### src/rtl/out_uart_tx.sv
// out_uart_tx: watches the TD4 output port, queues each change in a small FIFO
// and sends every queued nibble as an ASCII hex character on an 8N1 UART line.
// Build option: define OUT_UART_PARITY_EN to insert an even-parity bit (8E1).
module out_uart_tx #(
    parameter int CLKS_PER_BIT = 16,
    parameter int FIFO_DEPTH   = 4
) (
    input  logic       CLK,
    input  logic       CLR,
    input  logic [3:0] OUT_DATA,
    output logic       TXD,
    output logic       BUSY,
    output logic       OVERFLOW
);

    localparam int BAUD_W = (CLKS_PER_BIT > 1) ? $clog2(CLKS_PER_BIT) : 1;
    localparam int PTR_W  = $clog2(FIFO_DEPTH);
    localparam int CNT_W  = PTR_W + 1;
    localparam logic [BAUD_W-1:0] BAUD_LAST = BAUD_W'(CLKS_PER_BIT - 1);
    localparam logic [CNT_W-1:0]  CNT_FULL  = CNT_W'(FIFO_DEPTH);

    typedef enum logic [2:0] {
        S_IDLE,
        S_START,
        S_DATA,
        S_PARITY,
        S_STOP
    } state_t;

    state_t             state_q;
    logic [BAUD_W-1:0]  baud_q;
    logic [2:0]         bit_idx_q;
    logic [7:0]         data_q;
    logic               txd_q;

    logic [3:0]         prev_q;
    logic [3:0]         mem_q [FIFO_DEPTH];
    logic [PTR_W-1:0]   wr_ptr_q, wr_ptr_d;
    logic [PTR_W-1:0]   rd_ptr_q, rd_ptr_d;
    logic [CNT_W-1:0]   count_q, count_d;
    logic               overflow_q;

    logic               baud_end;
    logic               pop;
    logic               push_req;
    logic               push_ok;
    logic [3:0]         head;
    logic [7:0]         head_enc;

    assign baud_end = (baud_q == BAUD_LAST);
    // A pop happens when the line is free: idle, or the last cycle of a stop bit.
    assign pop      = (count_q != '0) &&
                      ((state_q == S_IDLE) || ((state_q == S_STOP) && baud_end));
    assign push_req = (OUT_DATA != prev_q);
    // A full FIFO still accepts when the head leaves in the same cycle.
    assign push_ok  = push_req && ((count_q != CNT_FULL) || pop);
    assign head     = mem_q[rd_ptr_q];
    assign head_enc = (head <= 4'd9) ? (8'h30 + {4'h0, head}) : (8'h37 + {4'h0, head});

    // Next-state arithmetic for the FIFO pointers and occupancy.
    always_comb begin
        wr_ptr_d = wr_ptr_q + PTR_W'(push_ok);
        rd_ptr_d = rd_ptr_q + PTR_W'(pop);
        count_d  = count_q + CNT_W'(push_ok) - CNT_W'(pop);
    end

    // FIFO storage; contents need no reset because count gates every read.
    always_ff @(posedge CLK) begin
        if (push_ok) begin
            mem_q[wr_ptr_q] <= OUT_DATA;
        end
    end

    // Change detector, FIFO bookkeeping and sticky overflow flag.
    always_ff @(posedge CLK or negedge CLR) begin
        if (!CLR) begin
            prev_q     <= 4'h0;
            wr_ptr_q   <= '0;
            rd_ptr_q   <= '0;
            count_q    <= '0;
            overflow_q <= 1'b0;
        end else begin
            prev_q   <= OUT_DATA;
            wr_ptr_q <= wr_ptr_d;
            rd_ptr_q <= rd_ptr_d;
            count_q  <= count_d;
            if (push_req && !push_ok) begin
                overflow_q <= 1'b1;
            end
        end
    end

    // Transmit FSM with registered serial output; baud counter restarts on each state entry.
    always_ff @(posedge CLK or negedge CLR) begin
        if (!CLR) begin
            state_q   <= S_IDLE;
            baud_q    <= '0;
            bit_idx_q <= 3'd0;
            data_q    <= 8'h00;
            txd_q     <= 1'b1;
        end else begin
            case (state_q)
                S_IDLE: begin
                    txd_q  <= 1'b1;
                    baud_q <= '0;
                    if (pop) begin
                        data_q  <= head_enc;
                        txd_q   <= 1'b0;
                        state_q <= S_START;
                    end
                end
                S_START: begin
                    if (baud_end) begin
                        baud_q    <= '0;
                        bit_idx_q <= 3'd0;
                        txd_q     <= data_q[0];
                        state_q   <= S_DATA;
                    end else begin
                        baud_q <= baud_q + BAUD_W'(1);
                    end
                end
                S_DATA: begin
                    if (baud_end) begin
                        baud_q <= '0;
                        if (bit_idx_q == 3'd7) begin
`ifdef OUT_UART_PARITY_EN
                            txd_q   <= ^data_q;
                            state_q <= S_PARITY;
`else
                            txd_q   <= 1'b1;
                            state_q <= S_STOP;
`endif
                        end else begin
                            bit_idx_q <= bit_idx_q + 3'd1;
                            txd_q     <= data_q[bit_idx_q + 3'd1];
                        end
                    end else begin
                        baud_q <= baud_q + BAUD_W'(1);
                    end
                end
                S_PARITY: begin
`ifdef OUT_UART_PARITY_EN
                    if (baud_end) begin
                        baud_q  <= '0;
                        txd_q   <= 1'b1;
                        state_q <= S_STOP;
                    end else begin
                        baud_q <= baud_q + BAUD_W'(1);
                    end
`else
                    txd_q   <= 1'b1;
                    baud_q  <= '0;
                    state_q <= S_IDLE;
`endif
                end
                S_STOP: begin
                    if (baud_end) begin
                        baud_q <= '0;
                        if (pop) begin
                            data_q  <= head_enc;
                            txd_q   <= 1'b0;
                            state_q <= S_START;
                        end else begin
                            txd_q   <= 1'b1;
                            state_q <= S_IDLE;
                        end
                    end else begin
                        baud_q <= baud_q + BAUD_W'(1);
                    end
                end
                default: begin
                    txd_q   <= 1'b1;
                    baud_q  <= '0;
                    state_q <= S_IDLE;
                end
            endcase
        end
    end

    assign TXD      = txd_q;
    assign BUSY     = (state_q != S_IDLE) || (count_q != '0);
    assign OVERFLOW = overflow_q;

endmodule

### config.mk
export PLATFORM = sky130hd
export DESIGN_NAME = out_uart_tx
export DESIGN_NICKNAME = d
export VERILOG_FILES = /design/src/rtl/out_uart_tx.sv
export SDC_FILE = /design/constraint.sdc
export NUM_CORES = 1
export LEC_CHECK = 0
export ABC_AREA = 1
export CORE_MARGIN = 3
export CORE_UTILIZATION = 40
export CTS_CLUSTER_DIAMETER = 60
export DETAILED_ROUTE_END_ITERATION = 8
export HOLD_SLACK_MARGIN = 0.06
export PLACE_DENSITY_LB_ADDON = 0.08
export SETUP_SLACK_MARGIN = 0.4
export SLEW_MARGIN = 25
export SYNTH_ARGS = -nofsm -noshare
export SYNTH_HDL_FRONTEND = slang
export SYNTH_SLANG_ARGS = --single-unit
### constraint.sdc
create_clock -name CLK -period 2.4 [get_ports CLK]
set_input_delay 0.36 -clock CLK [delete_from_list [all_inputs] [get_ports CLK]]
set_output_delay 0.36 -clock CLK [all_outputs]
set_load 0.02 [all_outputs]
==> results of run 1 <==
==> flip-flops by register name, indices dropped and copies added, names as in the netlist <==
| register | count |
|---|---|
| bit_idx_q | 3 |
| prev_q | 4 |
| rd_ptr_q | 2 |
| OVERFLOW | 1 |
| data_q | 7 |
| wr_ptr_q | 2 |
| state_q | 3 |
| mem_q | 16 |
| baud_q | 4 |
| TXD | 1 |
| count_q | 3 |
==> worst max-delay path, stage by stage (launching register included) <==
cell and delay [ps]:
dfrtp_1 420, ha_4 180, nand3_4 90, nand2_4 50, nand3_4 130, nand3_4 90, nand2_4 70, ha_4 190
inv_2 50, ha_4 110, inv_2 30, fa_2 350, xnor2_2 160, xor2_1 160
==> where the power goes <==
group | internal [mW] | leakage (nW) | switching [mW] | total, mW
clock | 0.311 | 0.0514 | 0.261 | 0.572
sequential | 0.977 | 0.505 | 0.0626 | 1.04
combinational | 0.267 | 0.701 | 0.295 | 0.562
==> cell usage after synthesis (2+ instances only) <==
cell      instances
a21oi_1           3
xnor2_1           5
nand3_1          20
dfrtp_1          29
nor2_1            9
xor2_1            4
o21ai_1           2
nand2_2           6
o21ai_0           8
nand2_1          54
nor3_1            4
or2_2             2
nand3_2           5
ha_1              9
inv_4             2
nand4_1           4
inv_1            29
nor2_2            2
nand2_4           2
edfxtp_1         16
==> layout make-up <==
class	count	share of cell area
clock inverters	2	0.0138
flip-flops and latches	46	0.454
inverters	32	0.0469
multi-input cells	146	0.340
well taps	70	0.0322
repair buffers	29	0.0860
clock buffers	6	0.0267
==> cells by family (layout without fill, tap and decap cells) <==
logic type	Yosys count	count (layout)	share of synthesized area
and+or+nand+nor	111	111	0.247
DFF	46	46	0.556
buffers and inverters	33	69	0.0598
AOI/OAI and AO/OA	16	16	0.0412
adders and majority gates	10	10	0.0599
xor gates and xnor gates	9	9	0.0356
==> metal layers <==
metal	wire length (um)	share of wire	vias up
li1	-	-	807
met1	1890	0.47	743
met2	1950	0.48	12
met3	106	0.026	7
met4	76	0.019	0
met5	0	0	-
==> timing repair <==
| item | in CTS | in global routing |
|---|---|---|
| buffers inserted | 5 | 4 |
| pin swaps | 4 | 9 |
| endpoints found under the setup margin | 3 | 9 |
| hold buffers | 0 | 0 |
| resized for setup | 5 | 6 |
==> stage by stage <==
step / utilization / hold slack (ps) / setup TNS [ps]
5_1_grt: 0.520 / 473 / 0
6_report: 0.520 / 448 / 0
2_1_floorplan: - / 64.4 / 0
3_5_place_dp: 0.480 / 456 / -41.0
4_1_cts: 0.512 / 466 / 0
3_3_place_gp: 0.480 / 453 / 0
==> worst min path at each step <==
| stage | start | end | slack, ps | depth (start not counted) |
|---|---|---|---|---|
| after floorplan | CLR | OVERFLOW | 60 | 0 |
| after global placement | OVERFLOW | OVERFLOW | 450 | 2 |
| after global routing | CLR | rd_ptr_q[1] | 470 | 2 |
| final | CLR | rd_ptr_q[0] | 450 | 2 |
| after CTS | CLR | prev_q[2] | 470 | 2 |
| after detailed placement | OVERFLOW | OVERFLOW | 460 | 2 |
==> key figures, run 1 <==
Worst setup path
  – Data arrival time of the critical path: 2370 ps
  – R2R cell count: 13
  – Crit path launch type: flip-flop
  – FF-to-FF Start: baud_q[0]
  – Worst setup EP type: flip-flop
  – Crit. Startpoint: baud_q[0]
  – Crit Reg-Reg Endpoint: count_q[2]
  – Flop-to-flop setup slack: 210 ps
  – Critical path peak fanout: 4
  – Required time of the worst setup path: 2590 ps
  – WS Path Type: flip-flop to flip-flop
  – CP endpoint: count_q[2]

Global route
  – Met1 usage: 0.185
  – Met3 Track Usage GR: 0.0336
  – Pin count of the biggest net entering global routing: 31
  – All-Layer GR Usage: 0.145
  – Global-route wire length before repair: 7040 um
  – Overflow after GRT: 0
  – GR peak layer: met2
  – M2 GR Usage: 0.235
  – Antenna violations before repair: 0
  – Vias in the first global route: 1579

Cells and area
  – Leading cell type in the layout, fill and taps excluded: nand2_1
  – Area of the multi-input gates: 926 um^2
  – Fillers: 461
  – Fraction of layout cells with a size suffix above 1: 0.249
  – Final Cell Area: 2720 um^2
  – Register Area: 1240 um^2
  – # nets final: 276
  – Most frequent cells in the layout: 51 x nand2_1, 26 x dfrtp_1, 26 x inv_1, 20 x nand3_1, 20 x buf_4
  – Non-Filler Instances: 331
  – Antenna Cells: 0
  – Area delta synth->final: 22.8%

Flow run
  – Max Cap Violations: 0

Floorplan
  – Initial core utilization: 0.423
  – Top-Level Pins: 9
  – Die ar.: 6470 um^2
  – Die X: 80.4 um
  – Die Y: 80.4 um
  – Num rows: 26
  – Core area: 5240 um^2

Placement
  – Place WS: -41.0 ps
  – Final GP Congestion: 0.783
  – Placed cells: 314
  – PortBufs: 8
  – Dpl hpwl: 2810 um
  – DP Area: 2520 um^2

Logic synthesis
  – Mapped Nets: 241
  – Netlist cell types: 30
  – Cells after synthesis: 225
  – Synth Flop Type: dfrtp_1
  – Post-synthesis sequential area ratio: 0.556
  – EDFF count, synth: 16
  – Synth top area cells: dfrtp_1 33%, edfxtp_1 22%, nand2_1 9.1%
  – Synthesized area per cell: 9.85 um^2
  – FF+latch count, synth: 46
  – Post-synth design cell area: 2220 um^2
  – Leading area contributor after synthesis: dfrtp_1
  – Yosys top cell area share: 0.327
  – Async set or reset register ratio after synthesis: 0.652
  – YS warnings: 0

Clocking
  – Clock tree sinks: 46
  – Clk_lat worst skew: 300 ps
  – CTS H-tree depth: 2
  – Total CTS buffers: 5
  – Max Root-Sink Buffers: 2
  – CTS tree: built
  – Worst-path clk slew: 90 ps
  – Clk Tree Root Cell: clkbuf_8

STA
  – Final hold violations: 0
  – Minimum clock period: 2190 ps
  – RSZ-0062 raised after global routing: true
  – Final Max Slew Viols: 0
  – Final Skew: 5.76 ps
  – Final setup vio count: 0
  – Rel. slew slack: 0.734
  – Setup WS post-layout: 213 ps
  – Tightest Pin Transition: 399 ps
  – Fmax: 457 MHz
  – Final period utilization: 0.911

Pwr
  – Pwr per Cell Area: 799 nW/um^2
  – Total Power: 2.17 mW
  – Leak Pwr: 1.26 nW
  – Worst vdd ir: 0.483 mV

Detailed routing
  – Vias per Instance: 4.74
  – Routed WL per cell: 12.2 um
  – Drt drc: 0
  – Routed wire length: 4030 um
  – Initial DRC count: 61
  – Via count: 1569
  – Post-route ant nets: 0
  – DR pass1 iterations: 4

Status
  – Status: completed

Worst hold path
  – HP Class: input port to asynchronous set/reset pin
Power figures use the tool's default switching activity.
==> run 2: changes to the inputs <==
Settings changed: CORE_ASPECT_RATIO from default to 1.2.
==> run 2 against run 1 <==
Against the previous run: core utilization shrank 0.99 points; combinational power shrank 1%; routed wire length shrank 2.1%; fmax shrank 1.2%; sequential power is essentially flat; critical path type unchanged; largest cell class unchanged.
==> key figures, run 2 (same netlist as run 1, synthesis figures left out) <==
Status
  – Status: completed

Placement
  – Final GP Congestion: 0.773
  – Dpl hpwl: 2840 um
  – DP Area: 2510 um^2
  – PortBufs: 8

STA
  – Fmax: 452 MHz
  – RSZ-0062 raised after global routing: true
  – Final period utilization: 0.922
  – Minimum clock period: 2210 ps
  – Tightest Pin Transition: 394 ps
  – Final hold violations: 0
  – Rel. slew slack: 0.737
  – Final Max Slew Viols: 0
  – Final setup vio count: 0
  – Hold slack final: 453 ps
  – TNS Setup: 0 ps
  – Final Skew: 6.38 ps

Worst setup path
  – Crit. Startpoint: baud_q[0]
  – CP peak stage delay: 420 ps
  – Worst Path Buf+Inv: 2
  – Data arrival time of the critical path: 2400 ps
  – Critical path peak fanout: 5
  – Crit path launch type: flip-flop
  – Worst setup EP type: flip-flop
  – Cell family with most CP delay: adder cells
  – Slowest-stage cell, CP: dfrtp_1
  – FF-to-FF Start: baud_q[0]
  – CP Depth: 13
  – WS Path Type: flip-flop to flip-flop
  – CP Cell Sequence: ha_4 > nand3_4 > nand2_2 > nand3_4 > nand3_4 > nand2_4 > ha_4 > inv_2 > ha_4 > inv_2 > fa_2 > xnor2_2 > xor2_1
  – Required time of the worst setup path: 2580 ps
  – R2R cell count: 13

Pwr
  – Leak Pwr: 1.26 nW
  – Net Sw Frac: 0.286
  – Worst vdd ir: 0.455 mV
  – Net Sw Power: 0.623 mW
  – Seq pwr share: 0.486
  – Pwr per Cell Area: 803 nW/um^2
  – Cell internal pwr: 1.56 mW
  – Gate power share: 0.254
  – Clock network fraction of total power: 0.260

Cells and area
  – Max reg flops: 16
  – Area of the multi-input gates: 933 um^2
  – # nets final: 276
  – Fraction of layout cells with a size suffix above 1: 0.253
  – Area delta synth->final: 22.7%
  – Most frequent cells in the layout: 52 x nand2_1, 26 x dfrtp_1, 26 x inv_1, 21 x buf_4, 20 x nand3_1
  – Leading cell type in the layout, fill and taps excluded: nand2_1
  – Leading registers by flop count: mem_q (16), data_q (7)
  – Fillers: 498
  – Register Area: 1240 um^2
  – Antenna Cells: 0
  – Top reg by flops: mem_q
  – Final Cell Area: 2720 um^2

Worst hold path
  – HP Class: input port to asynchronous set/reset pin

Detailed routing
  – DR pass1 iterations: 4
  – Routed wire length: 3940 um
  – Via count: 1526
  – Routed WL per cell: 12.2 um
  – Drt drc: 0
  – Post-route ant nets: 0
  – Initial DRC count: 42
  – Vias per Instance: 4.72

Clocking
  – Clk_lat worst skew: 290 ps
  – Max Root-Sink Buffers: 2
  – Total CTS buffers: 5
  – Cts hold-fix bufs: 0
  – Clock tree sinks: 46
  – CTS tree: built
  – Clk Tree Root Cell: clkbuf_8
  – CTS H-tree depth: 2
  – Worst-path clk slew: 90 ps

Floorplan
  – Die Y: 87.5 um
  – Initial core utilization: 0.415
  – Die X: 73.9 um
  – Num rows: 29
  – Top-Level Pins: 9
  – Die ar.: 6470 um^2
  – Core area: 5330 um^2

Flow run
  – Max Cap Violations: 0

Global route
  – Overflow after GRT: 0
  – Pin count of the biggest net entering global routing: 31
  – Vias in the first global route: 1504
  – Antenna violations before repair: 0
  – All-Layer GR Usage: 0.137
  – Global-route wire length before repair: 6760 um
[run 2: changes by cell type in the layout (fill, tap and decap cells not counted), sizes merged]
cell	delta
clkbuf	+1
clkdlybuf4s15	+1
clkinvlp	-1
dlygate4sd2	-1
[run 2: worst reg2reg max path: stages (launching register included)]
cell     delay, ps
dfrtp_1        420
ha_4           180
nand3_4         80
nand2_2         70
nand3_4        140
nand3_4        100
nand2_4         80
ha_4           190
inv_2           60
ha_4           110
inv_2           30
fa_2           340
xnor2_2        140
xor2_1         160
[run 2: power by group through the flow]
stage	clock, mW	sequential [mW]	combinational, mW
after floorplan	0	1.05	0.331
after global placement	0	1.07	0.498
after detailed placement	0	1.07	0.506
after CTS	0.591	1.06	0.540
after global routing	0.618	1.08	0.629
final	0.567	1.06	0.555
[run 2: layer usage]
metal,routed length (um),vias to the layer above,track usage
li1,-,800,-
met1,1950,707,0.177
met2,1840,15,0.223
met3,97,4,0.0310
met4,60,0,0.0544
met5,0,-,0
[run 2: worst paths after layout]
kind                               end  slack (ps)
min in group CLK              OVERFLOW         470
setup / recovery            count_q[2]         190
hold reg to reg               OVERFLOW         470
max in group asynchronous          TXD        1630
hold / removal             rd_ptr_q[0]         450
setup reg to reg            count_q[2]         190
[run 2: per-stage QoR]
step	cells	setup WS, ps	total power, mW	util
CTS	321	178	2.19	0.503
global route	323	87.3	2.32	0.510
finish	323	187	2.18	0.510
floorplan	225	250	1.38	-
global placement	307	-11.0	1.57	0.471
detailed placement	307	-36.1	1.57	0.471
[run 2: final cells by class]
cell class | count | area share
Multi-Input combinational cell | 146 | 0.343
Inverter | 32 | 0.0469
Tap cell | 62 | 0.0285
Sequential cell | 46 | 0.455
Clock inverter | 1 | 0.0110
Clock buffer | 7 | 0.0281
Timing Repair Buffer | 29 | 0.0874
[run 2: timing repair]
action                                  CTS  global route
gates cloned                              0             0
pin swaps                                 3             5
endpoints found under the setup margin    3            21
resized for setup                         5             8
setup buffers                             6             2
==> run 3: changes to the inputs <==
--- a/config.mk
+++ b/config.mk
@@ -10,3 +10,3 @@
 export CORE_MARGIN = 3
-export CORE_UTILIZATION = 40
+export CORE_UTILIZATION = 48
 export CTS_CLUSTER_DIAMETER = 60
==> constraint.sdc (replaced) <==
create_clock -name CLK -period 2.4 [get_ports CLK]
set_input_delay 0.48 -clock CLK [delete_from_list [all_inputs] [get_ports CLK]]
set_output_delay 0.48 -clock CLK [all_outputs]
set_load 0.02 [all_outputs]
==> run 3 against run 2 <==
Against the previous run: count of clock-buffer cells in the layout fell by 2; die area fell by 15%; global-route usage rose by 3.5 points; first-iteration DRC count rose by 110%; critical path depth did not move; design area rose by 4.6%; sequential share of layout area fell by 2.0 points; sequential power barely moved; via count rose by 5.4%; flip-flop and latch count did not move; worst hold slack improved by 23 ps; routed wire length rose by 7.4%; highest routed layer unchanged.
==> key figures, run 3 (same netlist as run 1, synthesis figures left out) <==
Clocking
  – Clock tree sinks: 46
  – CTS tree: built
  – Total CTS buffers: 5
  – Clk_lat worst skew: 310 ps
  – Clk Tree Root Cell: clkbuf_8
  – Cts hold-fix bufs: 0
  – Worst-path clk slew: 100 ps
  – CTS H-tree depth: 2
  – Max Root-Sink Buffers: 2

Pwr
  – Pwr per Cell Area: 784 nW/um^2
  – Leak Pwr: 1.34 nW
  – Worst vdd ir: 0.527 mV
  – Total Power: 2.23 mW

Global route
  – Global-route wire length before repair: 6860 um
  – Vias in the first global route: 1529
  – Antenna violations before repair: 0
  – Pin count of the biggest net entering global routing: 31
  – Overflow after GRT: 0
  – All-Layer GR Usage: 0.172

STA
  – Hold slack final: 475 ps
  – Final hold violations: 0
  – Final Skew: 9.08 ps
  – Rel. slew slack: 0.731
  – TNS Setup: 0 ps
  – Minimum clock period: 2240 ps
  – Final setup vio count: 0
  – RSZ-0062 raised after global routing: true
  – Final period utilization: 0.932
  – Tightest Pin Transition: 403 ps
  – Final Max Slew Viols: 0
  – Fmax: 447 MHz

Floorplan
  – Num rows: 26
  – Die Y: 80.4 um
  – Initial core utilization: 0.508
  – Core area: 4360 um^2
  – Die ar.: 5470 um^2
  – Top-Level Pins: 9
  – Die X: 68.0 um

Cells and area
  – Leading cell type in the layout, fill and taps excluded: nand2_1
  – Antenna Cells: 0
  – # nets final: 287
  – Area delta synth->final: 28.3%
  – Leading registers by flop count: mem_q (16), data_q (7)
  – Final core area utilization: 0.652
  – Fraction of layout cells with a size suffix above 1: 0.301
  – Most frequent cells in the layout: 52 x nand2_1, 26 x dfrtp_1, 25 x inv_1, 21 x buf_4, 19 x nand3_1
  – Max reg flops: 16
  – Non-Filler Instances: 328
  – Top reg by flops: mem_q

Worst hold path
  – Hold Startpoint: OVERFLOW
  – HP Class: flip-flop to flip-flop
  – Hold Path Sink: OVERFLOW
  – Min-Delay Path Depth: 2

Flow run
  – Max Cap Violations: 0

Detailed routing
  – Max Used Layer: met4
  – Wl on met1: 1860 um
  – Routed WL per cell: 12.9 um
  – DR pass1 iterations: 4
  – Routed wire length: 4230 um
  – Post-route ant nets: 0
  – Via count: 1609
  – Drt drc: 0
  – WL met3: 112 um
  – Initial DRC count: 88
  – WL met2: 2190 um
  – Vias per Instance: 4.91

Worst setup path
  – Worst setup EP type: flip-flop
  – Data arrival time of the critical path: 2430 ps
  – Cell family with most CP delay: adder cells
  – Flop-to-flop setup slack: 160 ps
  – Slowest-stage cell, CP: dfrtp_1
  – FF-to-FF Start: baud_q[1]
  – CP peak stage delay: 410 ps
  – Critical path peak fanout: 4
  – CP Cell Sequence: ha_4 > nand3_4 > nand2_4 > nand3_4 > nand3_4 > nand2_4 > ha_4 > inv_4 > ha_4 > inv_2 > fa_2 > xnor2_2 > xor2_1
  – Worst Path Buf+Inv: 2
  – R2R cell count: 13
  – Crit Reg-Reg Endpoint: count_q[2]
  – WS Path Type: flip-flop to flip-flop
  – Crit path launch type: flip-flop
  – Required time of the worst setup path: 2600 ps

Placement
  – Final GP Congestion: 0.736
  – PortBufs: 8
  – Placed cells: 300
  – Dpl hpwl: 2860 um

Status
  – Status: completed
run 3: cell types whose count changed in the layout (fill, tap and decap cells not counted), sizes merged, moves of 2 or more:
cell / change
clkdlybuf4s15: +2
inv: +3
clkdlybuf4s50: -4
buf: +11
run 3: metrics by stage:
step	setup slack [ps]	area, um^2
global placement	-131	2500
floorplan	250	2270
detailed placement	-175	2500
global route	48.6	2840
CTS	184	2710
finish	162	2840
run 3: final cells by class:
| type | instances | area [um^2] |
|---|---|---|
| sequential | 46 | 1240 |
| tap | 56 | 70.1 |
| clock buffer | 5 | 68.8 |
| inverter | 32 | 130 |
| fill | 365 | 1520 |
| multi-input combinational | 146 | 957 |
| timing repair buffer | 40 | 355 |
| clock inverter | 3 | 26.3 |
run 3: metal layers:
metal / vias up / GRT usage
met5: - / 0
met4: 0 / 0.0656
met3: 7 / 0.0476
met2: 18 / 0.290
met1: 757 / 0.204
li1: 827 / -
run 3: worst max path at each step:
stage | start | endpoint | slack (ps) | depth (start not counted)
detailed placement | OUT_DATA[3] | count_q[2] | -170 | 11
CTS | baud_q[0] | count_q[2] | 180 | 13
floorplan | baud_q[0] | count_q[2] | 250 | 13
global placement | OUT_DATA[3] | count_q[2] | -130 | 11
finish | baud_q[1] | count_q[2] | 160 | 13
global route | baud_q[1] | count_q[2] | 50 | 13
run 3: where the power goes:
part	total, mW	internal, mW	switching, mW
Sequential	1.04	0.977	0.0660
Combinational	0.682	0.343	0.340
Clock	0.505	0.216	0.288
Total	2.23	1.54	0.694
run 3: what timing repair did:
action                     4_1_cts  5_1_grt
setup buffers                   13        7
setup endpoints to repair        4       17
gates resized for setup         10       30
pin swaps                        6       12
gates cloned                     0        0
run 3: worst reg2reg max path, cell delays in order, from the launching register on:
cell and delay (ps):
dfrtp_1 410, ha_4 170, nand3_4 90, nand2_4 80, nand3_4 130, nand3_4 130, nand2_4 60, ha_4 220
inv_4 50, ha_4 110, inv_2 30, fa_2 340, xnor2_2 150, xor2_1 150
